File: src/rtl/led_pkg.sv
// Constants and state encoding shared by the SPI frame loader and the matrix driver.
// RAM geometry here must match the driver's frame RAMs.
package led_pkg;
  localparam logic [7:0] CMD_WRITE     = 8'h01;
  localparam int         WORDS_PER_RAM = 256;
  localparam int         ADDR_W        = 8;
  localparam int         DATA_W        = 16;
  localparam int         FRAME_WORDS   = 2 * WORDS_PER_RAM;
  localparam int         WCNT_W        = 9;
  localparam logic [WCNT_W-1:0] LAST_WORD = WCNT_W'(FRAME_WORDS - 1);

  typedef enum logic [2:0] {
    IDLE    = 3'd0,
    CMD     = 3'd1,
    DATA_HI = 3'd2,
    DATA_LO = 3'd3,
    DISCARD = 3'd4
  } state_t;
endpackage

File: src/rtl/spi_byte_rx.sv
// Mode-0 SPI slave byte receiver, oversampled in the system clock domain.
// Byte valid one cycle after the detected SCK edge of its 8th bit; no backpressure.
module spi_byte_rx (
  input  logic       i_clk,
  input  logic       i_rst,
  input  logic       i_spi_sck,
  input  logic       i_spi_cs_n,
  input  logic       i_spi_mosi,
  output logic [7:0] o_byte,
  output logic       o_byte_valid,
  output logic       o_cs_fall,
  output logic       o_cs_rise
);
  logic       sck_s1, sck_s2, sck_s3;
  logic       cs_s1, cs_s2, cs_s3;
  logic       mosi_s1, mosi_s2;
  logic [2:0] bit_cnt;
  logic [7:0] shift;
  logic [1:0] settle;
  logic       armed;
  logic       sck_rise;

  assign sck_rise  = sck_s2 & ~sck_s3;
  // A falling edge only counts once CS has been seen high after reset, so a
  // window that was already open when reset released never starts a command.
  assign o_cs_fall = armed & cs_s3 & ~cs_s2;
  assign o_cs_rise = cs_s2 & ~cs_s3;

  always_ff @(posedge i_clk or posedge i_rst) begin
    if (i_rst) begin
      sck_s1  <= 1'b0;
      sck_s2  <= 1'b0;
      sck_s3  <= 1'b0;
      cs_s1   <= 1'b1;
      cs_s2   <= 1'b1;
      cs_s3   <= 1'b1;
      mosi_s1 <= 1'b0;
      mosi_s2 <= 1'b0;
      settle  <= 2'd0;
      armed   <= 1'b0;
    end else begin
      sck_s1  <= i_spi_sck;
      sck_s2  <= sck_s1;
      sck_s3  <= sck_s2;
      cs_s1   <= i_spi_cs_n;
      cs_s2   <= cs_s1;
      cs_s3   <= cs_s2;
      mosi_s1 <= i_spi_mosi;
      mosi_s2 <= mosi_s1;
      if (settle != 2'd3) settle <= settle + 2'd1;
      if (settle == 2'd3 && cs_s3) armed <= 1'b1;
    end
  end

  always_ff @(posedge i_clk or posedge i_rst) begin
    if (i_rst) begin
      bit_cnt      <= 3'd0;
      shift        <= 8'h00;
      o_byte       <= 8'h00;
      o_byte_valid <= 1'b0;
    end else begin
      o_byte_valid <= 1'b0;
      if (cs_s2) begin
        bit_cnt <= 3'd0;
      end else if (sck_rise) begin
        shift   <= {shift[6:0], mosi_s2};
        bit_cnt <= bit_cnt + 3'd1;
        if (bit_cnt == 3'd7) begin
          o_byte       <= {shift[6:0], mosi_s2};
          o_byte_valid <= 1'b1;
        end
      end
    end
  end
endmodule

File: src/rtl/spi_frame_loader.sv
// Loads 512-word LED frames from an SPI slave link into the two frame RAMs; write strobe one cycle after each word's low byte.
// No backpressure. SPI_FRAME_LOADER_DBUF_EN adds o_bank and writes the inactive bank.
module spi_frame_loader
  import led_pkg::*;
(
  input  logic              i_clk,
  input  logic              i_rst,
  input  logic              i_spi_sck,
  input  logic              i_spi_cs_n,
  input  logic              i_spi_mosi,
`ifdef SPI_FRAME_LOADER_DBUF_EN
  output logic [ADDR_W:0]   o_waddr,
  output logic              o_bank,
`else
  output logic [ADDR_W-1:0] o_waddr,
`endif
  output logic [DATA_W-1:0] o_wdata,
  output logic              o_we_1,
  output logic              o_we_2,
  output logic              o_frame_done,
  output logic              o_busy
);
  logic [7:0]        rx_byte;
  logic              byte_valid;
  logic              cs_fall;
  logic              cs_rise;
  state_t            state;
  logic [WCNT_W-1:0] word_cnt;
  logic [7:0]        hi_byte;

  spi_byte_rx u_rx (
    .i_clk        (i_clk),
    .i_rst        (i_rst),
    .i_spi_sck    (i_spi_sck),
    .i_spi_cs_n   (i_spi_cs_n),
    .i_spi_mosi   (i_spi_mosi),
    .o_byte       (rx_byte),
    .o_byte_valid (byte_valid),
    .o_cs_fall    (cs_fall),
    .o_cs_rise    (cs_rise)
  );

  always_ff @(posedge i_clk or posedge i_rst) begin
    if (i_rst) begin
      state        <= IDLE;
      word_cnt     <= '0;
      hi_byte      <= 8'h00;
      o_waddr      <= '0;
      o_wdata      <= '0;
      o_we_1       <= 1'b0;
      o_we_2       <= 1'b0;
      o_frame_done <= 1'b0;
      o_busy       <= 1'b0;
`ifdef SPI_FRAME_LOADER_DBUF_EN
      o_bank       <= 1'b0;
`endif
    end else begin
      o_we_1       <= 1'b0;
      o_we_2       <= 1'b0;
      o_frame_done <= 1'b0;
      if (cs_rise) begin
        state  <= IDLE;
        o_busy <= 1'b0;
      end else begin
        case (state)
          IDLE: if (cs_fall) state <= CMD;
          CMD: if (byte_valid) begin
            if (rx_byte == CMD_WRITE) begin
              state    <= DATA_HI;
              o_busy   <= 1'b1;
              word_cnt <= '0;
            end else begin
              state <= DISCARD;
            end
          end
          DATA_HI: if (byte_valid) begin
            hi_byte <= rx_byte;
            state   <= DATA_LO;
          end
          DATA_LO: if (byte_valid) begin
            o_wdata  <= {hi_byte, rx_byte};
`ifdef SPI_FRAME_LOADER_DBUF_EN
            o_waddr  <= {~o_bank, word_cnt[ADDR_W-1:0]};
`else
            o_waddr  <= word_cnt[ADDR_W-1:0];
`endif
            o_we_1   <= ~word_cnt[WCNT_W-1];
            o_we_2   <= word_cnt[WCNT_W-1];
            word_cnt <= word_cnt + 1'b1;
            if (word_cnt == LAST_WORD) begin
              o_frame_done <= 1'b1;
              o_busy       <= 1'b0;
              state        <= DISCARD;
`ifdef SPI_FRAME_LOADER_DBUF_EN
              o_bank       <= ~o_bank;
`endif
            end else begin
              state <= DATA_HI;
            end
          end
          DISCARD: state <= DISCARD;
          default: state <= IDLE;
        endcase
      end
    end
  end
endmodule

File: config.mk
export PLATFORM = sky130hd
export DESIGN_NAME = spi_frame_loader
export DESIGN_NICKNAME = d
export VERILOG_FILES = /design/src/rtl/led_pkg.sv /design/src/rtl/spi_byte_rx.sv /design/src/rtl/spi_frame_loader.sv
export SDC_FILE = /design/constraint.sdc
export NUM_CORES = 1
export LEC_CHECK = 0
export ABC_AREA = 1
export CAP_MARGIN = 20
export CORE_UTILIZATION = 52
export DETAILED_ROUTE_END_ITERATION = 6
export GPL_TIMING_DRIVEN = 0
export PLACE_DENSITY = 0.74
export SYNTH_ARGS = -nofsm -noshare
export SYNTH_HDL_FRONTEND = slang
export SYNTH_SLANG_ARGS = --single-unit
File: constraint.sdc
create_clock -name i_clk -period 6.73 [get_ports i_clk]
set_clock_uncertainty 0.05 [all_clocks]
set_input_delay 1.346 -clock i_clk [delete_from_list [all_inputs] [get_ports i_clk]]
set_output_delay 1.346 -clock i_clk [all_outputs]
set_load 0.02 [all_outputs]
[Yosys cells after proc, flatten, opt, wreduce, memory -nomap -nowiden]
Cells that the tools add are included.
W data, S select, Z words.
Word-level totals
  flip-flop bits (word level): 78
  bits in latches: 0
  bits in writable memories: 0
  bits in read-only memories: 0
  output and inout port bits: 28
  word-level logic and storage cells: 98
  memories: 0
Cells by class
  add/subtract/negate cells: 3
  multipliers: 0
  div/mod/pow operators: 0
  $lt $le $gt $ge: 0
  equality and inequality tests: 18
  shift-type cells: 0
  mux-type cells: 33
  bitwise operators: 9
  reductions and logical operators: 12
Operator list (count)
  $mux W3: 9
  $mux W9: 3
  $mux W1: 18
  $pmux W9 S2: 1
  $pmux W3 S5: 1
  $reduce_and A5 Y1: 2
  $add A9 B1 Y9 const B: 1
  $eq A9 B9 Y1 const B: 1
  $ne A3 B2 Y1 const B: 3
  $ne A3 B3 Y1 const B: 3
  $reduce_and A3 Y1: 3
  $eq A8 B1 Y1 const B: 1
  $eq A3 B2 Y1 const B: 2
  $eq A3 B3 Y1 const B: 2
  $not A1 Y1: 5
  $and A1 B1 Y1: 4
  $ne A2 B1 Y1 const B: 2
  $ne A2 B2 Y1 const B: 2
  $reduce_and A4 Y1: 1
  $reduce_bool A2 Y1: 2
  $add A3 B1 Y3 const B: 1
  $eq A3 B1 Y1 const B: 1
  $logic_not A3 Y1: 1
  $reduce_bool A3 Y1: 1
  other kinds (5): 5

[Longest topological paths before layout]
  word-level depth: 5
  depth in mapped cells: 13
  mapped depth without buffers: 13

[Modules after synthesis]
From an unflattened synthesis, not the netlist that was laid out.
Unflattened totals
  cells, all modules: 358
  area, all modules: 3315.7 um2
Modules (own cells, without submodules)
  spi_frame_loader: times used 1, cells each 255, area each 2164.6 um2
  spi_byte_rx: times used 1, cells each 103, area each 1151.1 um2

[Worst setup path before layout]
Ideal clock, no wire load.
  path type: flip-flop to output port
  from: reg o_waddr[0]
  to: out o_waddr[0]
  arrival: 0.425 ns
  data required time: 5.334 ns
  slack: 4.909 ns
  cell stages (with the launch flop): 1
  path through: dfrtp_1
RTL lines
  start: declaration: RTL line spi_frame_loader.sv:15  | output logic [ADDR_W-1:0] o_waddr,
  start signal: assignment: RTL line spi_frame_loader.sv:85  | o_waddr <= word_cnt[ADDR_W-1:0];
No word-level cell between the ends.

[Final worst setup path]
  from: reg o_wdata[6]
  to: out o_wdata[6]
RTL lines
  start: declaration: RTL line spi_frame_loader.sv:17  | output logic [DATA_W-1:0] o_wdata,
  start signal: assignment: RTL line spi_frame_loader.sv:81  | o_wdata <= {hi_byte, rx_byte};
No word-level cell between the ends.

==> flow_metrics.py <==
metrics = {
    "run_status": {
        "status": "finished, final reports clean",
    },
    "synth": {
        "muxShareOfSynthArea_pct": 0.351,
        "synthTopCellsByCount": "127 x nand2_1, 75 x dfrtp_1, 41 x o21ai_0",
        "synth_top_area_share_pct": 58.4,
        "synthDistinctLibCells": 24,
        "synth_fa_ha_area_share_pct": 2.34,
        "yosys_warnings": 0,
        "synth_xor_area_share_pct": 0.273,
        "synthesis.nets": 366,
        "synth_compound_area_share_pct": 7.87,
        "synthTopCellsByArea": "dfrtp_1 58%, nand2_1 15%, o21ai_0 6.4%",
        "synth_top_family_by_area": "simple AND/OR/NAND/NOR gates",
        "yosys.area_share.simple_pct": 21.7,
        "synth_area_um2": 3210,
        "synth_top_area_cell": "dfrtp_1",
        "synthFlopType": "dfrtp_1",
        "synth_edf_count": 0,
        "netlist_instances": 355,
        "ys_ff_latch": 78,
        "yosysMostFrequentCell": "nand2_1",
        "syn_area_per_cell_um2": 9.05,
        "ys_async_sr_fraction_pct": 100,
        "ys_seq_area_share_pct": 60.9,
    },
    "sta": {
        "setup_tns_ns": 0,
        "setup_viol": 0,
        "drv_slew": 0,
        "slew_headroom_pct": 72.4,
        "clock.fmax_mhz": 362,
        "fin_ws_ns": 3.97,
        "finalCritPeriodShare_pct": 41.0,
        "max_slew.worst_pin.slew_ns": 0.412,
        "rsz0062_at_grt": "false",
        "hold_viol": 0,
        "period_needed_ns": 2.76,
    },
    "drt": {
        "met3_wirelength_um": 285,
        "vias": 2386,
        "drtPass1Iterations": 4,
        "viasPerCell": 4.98,
        "antenna_left": 0,
        "finalWirelength_mm": 6.19,
        "m1WireLength_mm": 2.76,
        "top_layer": "met4",
        "first_iter_violations": 164,
        "dr_wl_met2_mm": 3.05,
        "drc": 0,
        "wire_per_inst_um": 12.9,
    },
    "die": {
        "die_area_um2": 6490,
        "dieWidth_um": 80.6,
        "rows": 28,
        "core_um2": 5960,
        "initial_core_util_pct": 53.9,
        "io_pins": 33,
        "die_height_um": 80.6,
    },
    "clock_tree": {
        "clock_path_buffers": 2,
        "cts_setup_buffers": 0,
        "cts_resized": 0,
        "cts-root-buf": "clkbuf_8",
        "cts.sinks": 78,
        "clk_latency_ns": 0.35,
        "clkSlewWorstSetupHoldPaths_ns": 0.08,
        "htree_levels": 3,
        "numCtsBuffers": 9,
        "cts_tree": "built",
        "cts_hold_buf": 0,
    },
    "critical_path": {
        "startpoint_type": "flop",
        "timing.rr.start": "word_cnt[0]$_DFFE_PP0P_",
        "crit_buf_inv": 1,
        "critPathMaxFanout": 2,
        "critical_path_class": "flop to output pin",
        "worst_r2r_path_depth": 13,
        "cp.required_ns": 5.33,
        "crit_slowest_cell": "clkdlybuf4s50_1",
        "regToRegSetupSlack_ns": 4.70,
        "cp_slowest_stage_delay_ns": 0.62,
        "cp_top_family": "buffers and inverters",
        "crit_chain": "clkdlybuf4s50_1",
        "r2r_end": "o_busy$_DFFE_PP0P_",
        "worstPathArrival_ns": 1.36,
        "worstSetupEndpointType": "output pin",
    },
    "grt": {
        "grt_remaining_overflow": 0,
        "grt_pass1_wl_mm": 10.4,
        "antenna_found_initial": 0,
        "grt_use_total_pct": 21.9,
        "grt_max_degree": 49,
        "grt_pass1_vias": 2278,
    },
    "min_path": {
        "worstHoldStart": "u_rx.sck_s1$_DFF_PP0_",
        "hold_end": "u_rx.sck_s2$_DFF_PP0_",
        "hold_path_depth": 0,
        "holdCritPathClass": "flop to flop",
    },
    "placement": {
        "pre_cts_slack_ns": 4.31,
        "dpl.hpwl_mm": 4.36,
        "numPortBuffers": 32,
        "gp_congestion": 0.840,
    },
    "job": {
        "cap_viol_max_count": 0,
    },
    "finish": {
        "fin_nets": 410,
        "layout-drive-gt1-share_pct": 8.42,
        "antenna_cells": 0,
        "area.growth.synth_to_final_pct": 19.6,
    },
    "power": {
        "p_leak_nw": 1.89,
        "peakVddDrop_mv": 0.164,
        "power_density_nw_per_um2": 242,
    },
}
==> registers in the layout (all words and copies together), names as in the netlist, 2 cells and up <==
signal	cells
o_wdata	16
word_cnt	9
hi_byte	8
o_waddr	8
u_rx.o_byte	8
u_rx.shift	7
state	3
u_rx.bit_cnt	3
u_rx.settle	2
==> report_power, final <==
group	switching, W	internal [W]
Sequential	0.0000151	0.000489
Clock	0.000173	0.000156
Combinational	0.0000622	0.0000342
Total	0.000250	0.000679
==> per-stage QoR <==
| step | total power (W) | util (%) | instances | cell area [um2] | hold WS (ns) |
|---|---|---|---|---|---|
| after floorplan | 0.000582 | - | 355 | 3210 | 0.281 |
| after global placement | 0.000605 | 60.9 | 462 | 3630 | 0.283 |
| after detailed placement | 0.000610 | 61.4 | 463 | 3660 | 0.292 |
| after CTS | 0.000935 | 64.5 | 479 | 3840 | 0.310 |
| after global routing | 0.000971 | 64.5 | 479 | 3840 | 0.321 |
| final | 0.000929 | 64.5 | 479 | 3840 | 0.303 |
==> metal layers <==
metal / vias up / GRT usage, %
met3: 12 / 3.86
li1: 1199 / -
met2: 44 / 35.0
met1: 1131 / 28.6
met5: - / 0
met4: 0 / 11.1
==> cells by family after synthesis <==
family                     after synthesis
muxes                                    1
xor gates and xnor gates                 1
adders and majority gates                6
buffers and inverters                   49
and+or+nand+nor                        172
DFF                                     78
AOI/OAI and AO/OA                       48
==> how the worst max path moves through the flow <==
stage                           startpoint                      to  slack, ns  cells after the start
CTS                 o_wdata[6]$_DFFE_PP0P_              o_wdata[6]       3.97                      1
global route        o_wdata[3]$_DFFE_PP0P_              o_wdata[3]       3.95                      1
global placement                     i_rst  o_waddr[2]$_DFFE_PP0P_       2.16                      2
detailed placement                   i_rst    u_rx.cs_s2$_DFF_PP1_       4.31                      3
finish              o_wdata[6]$_DFFE_PP0P_              o_wdata[6]       3.97                      1
floorplan                            i_rst  hi_byte[0]$_DFFE_PP0P_       3.34                      1
==> cells in the final DEF, fill, tap and decap left out, types with 4 or more instances in the layout <==
cell / netlist / routed
nand2_1: 127 / 127
dfrtp_1: 75 / 75
o21ai_0: 41 / 41
inv_1: 40 / 39
clkdlybuf4s50_1: 0 / 32
nor2_1: 21 / 21
nand3_1: 14 / 14
clkbuf_8: 0 / 11
ha_1: 6 / 6
buf_2: 4 / 4
==> worst register-to-register path, cell delays in order (launching register included) <==
cell,delay (ns)
dfrtp_1,0.42
ha_1,0.19
nand2_1,0.09
nor2_1,0.22
nand3_1,0.13
nor2_1,0.16
ha_1,0.20
inv_1,0.04
nand2_1,0.05
o21ai_0,0.07
nor2_1,0.14
nand2_1,0.07
nand2_1,0.05
nand2_1,0.04
==> final cells by class <==
class / count / area, um2
sequential: 78 / 1960
clock inverter: 4 / 30.0
timing repair buffer: 33 / 348
buffer: 8 / 57.6
multi-input combinational: 228 / 1040
inverter: 41 / 156
tap: 75 / 93.8
fill: 498 / 2110
clock buffer: 12 / 155
No activity file was read; power rests on OpenSTA's default activity.
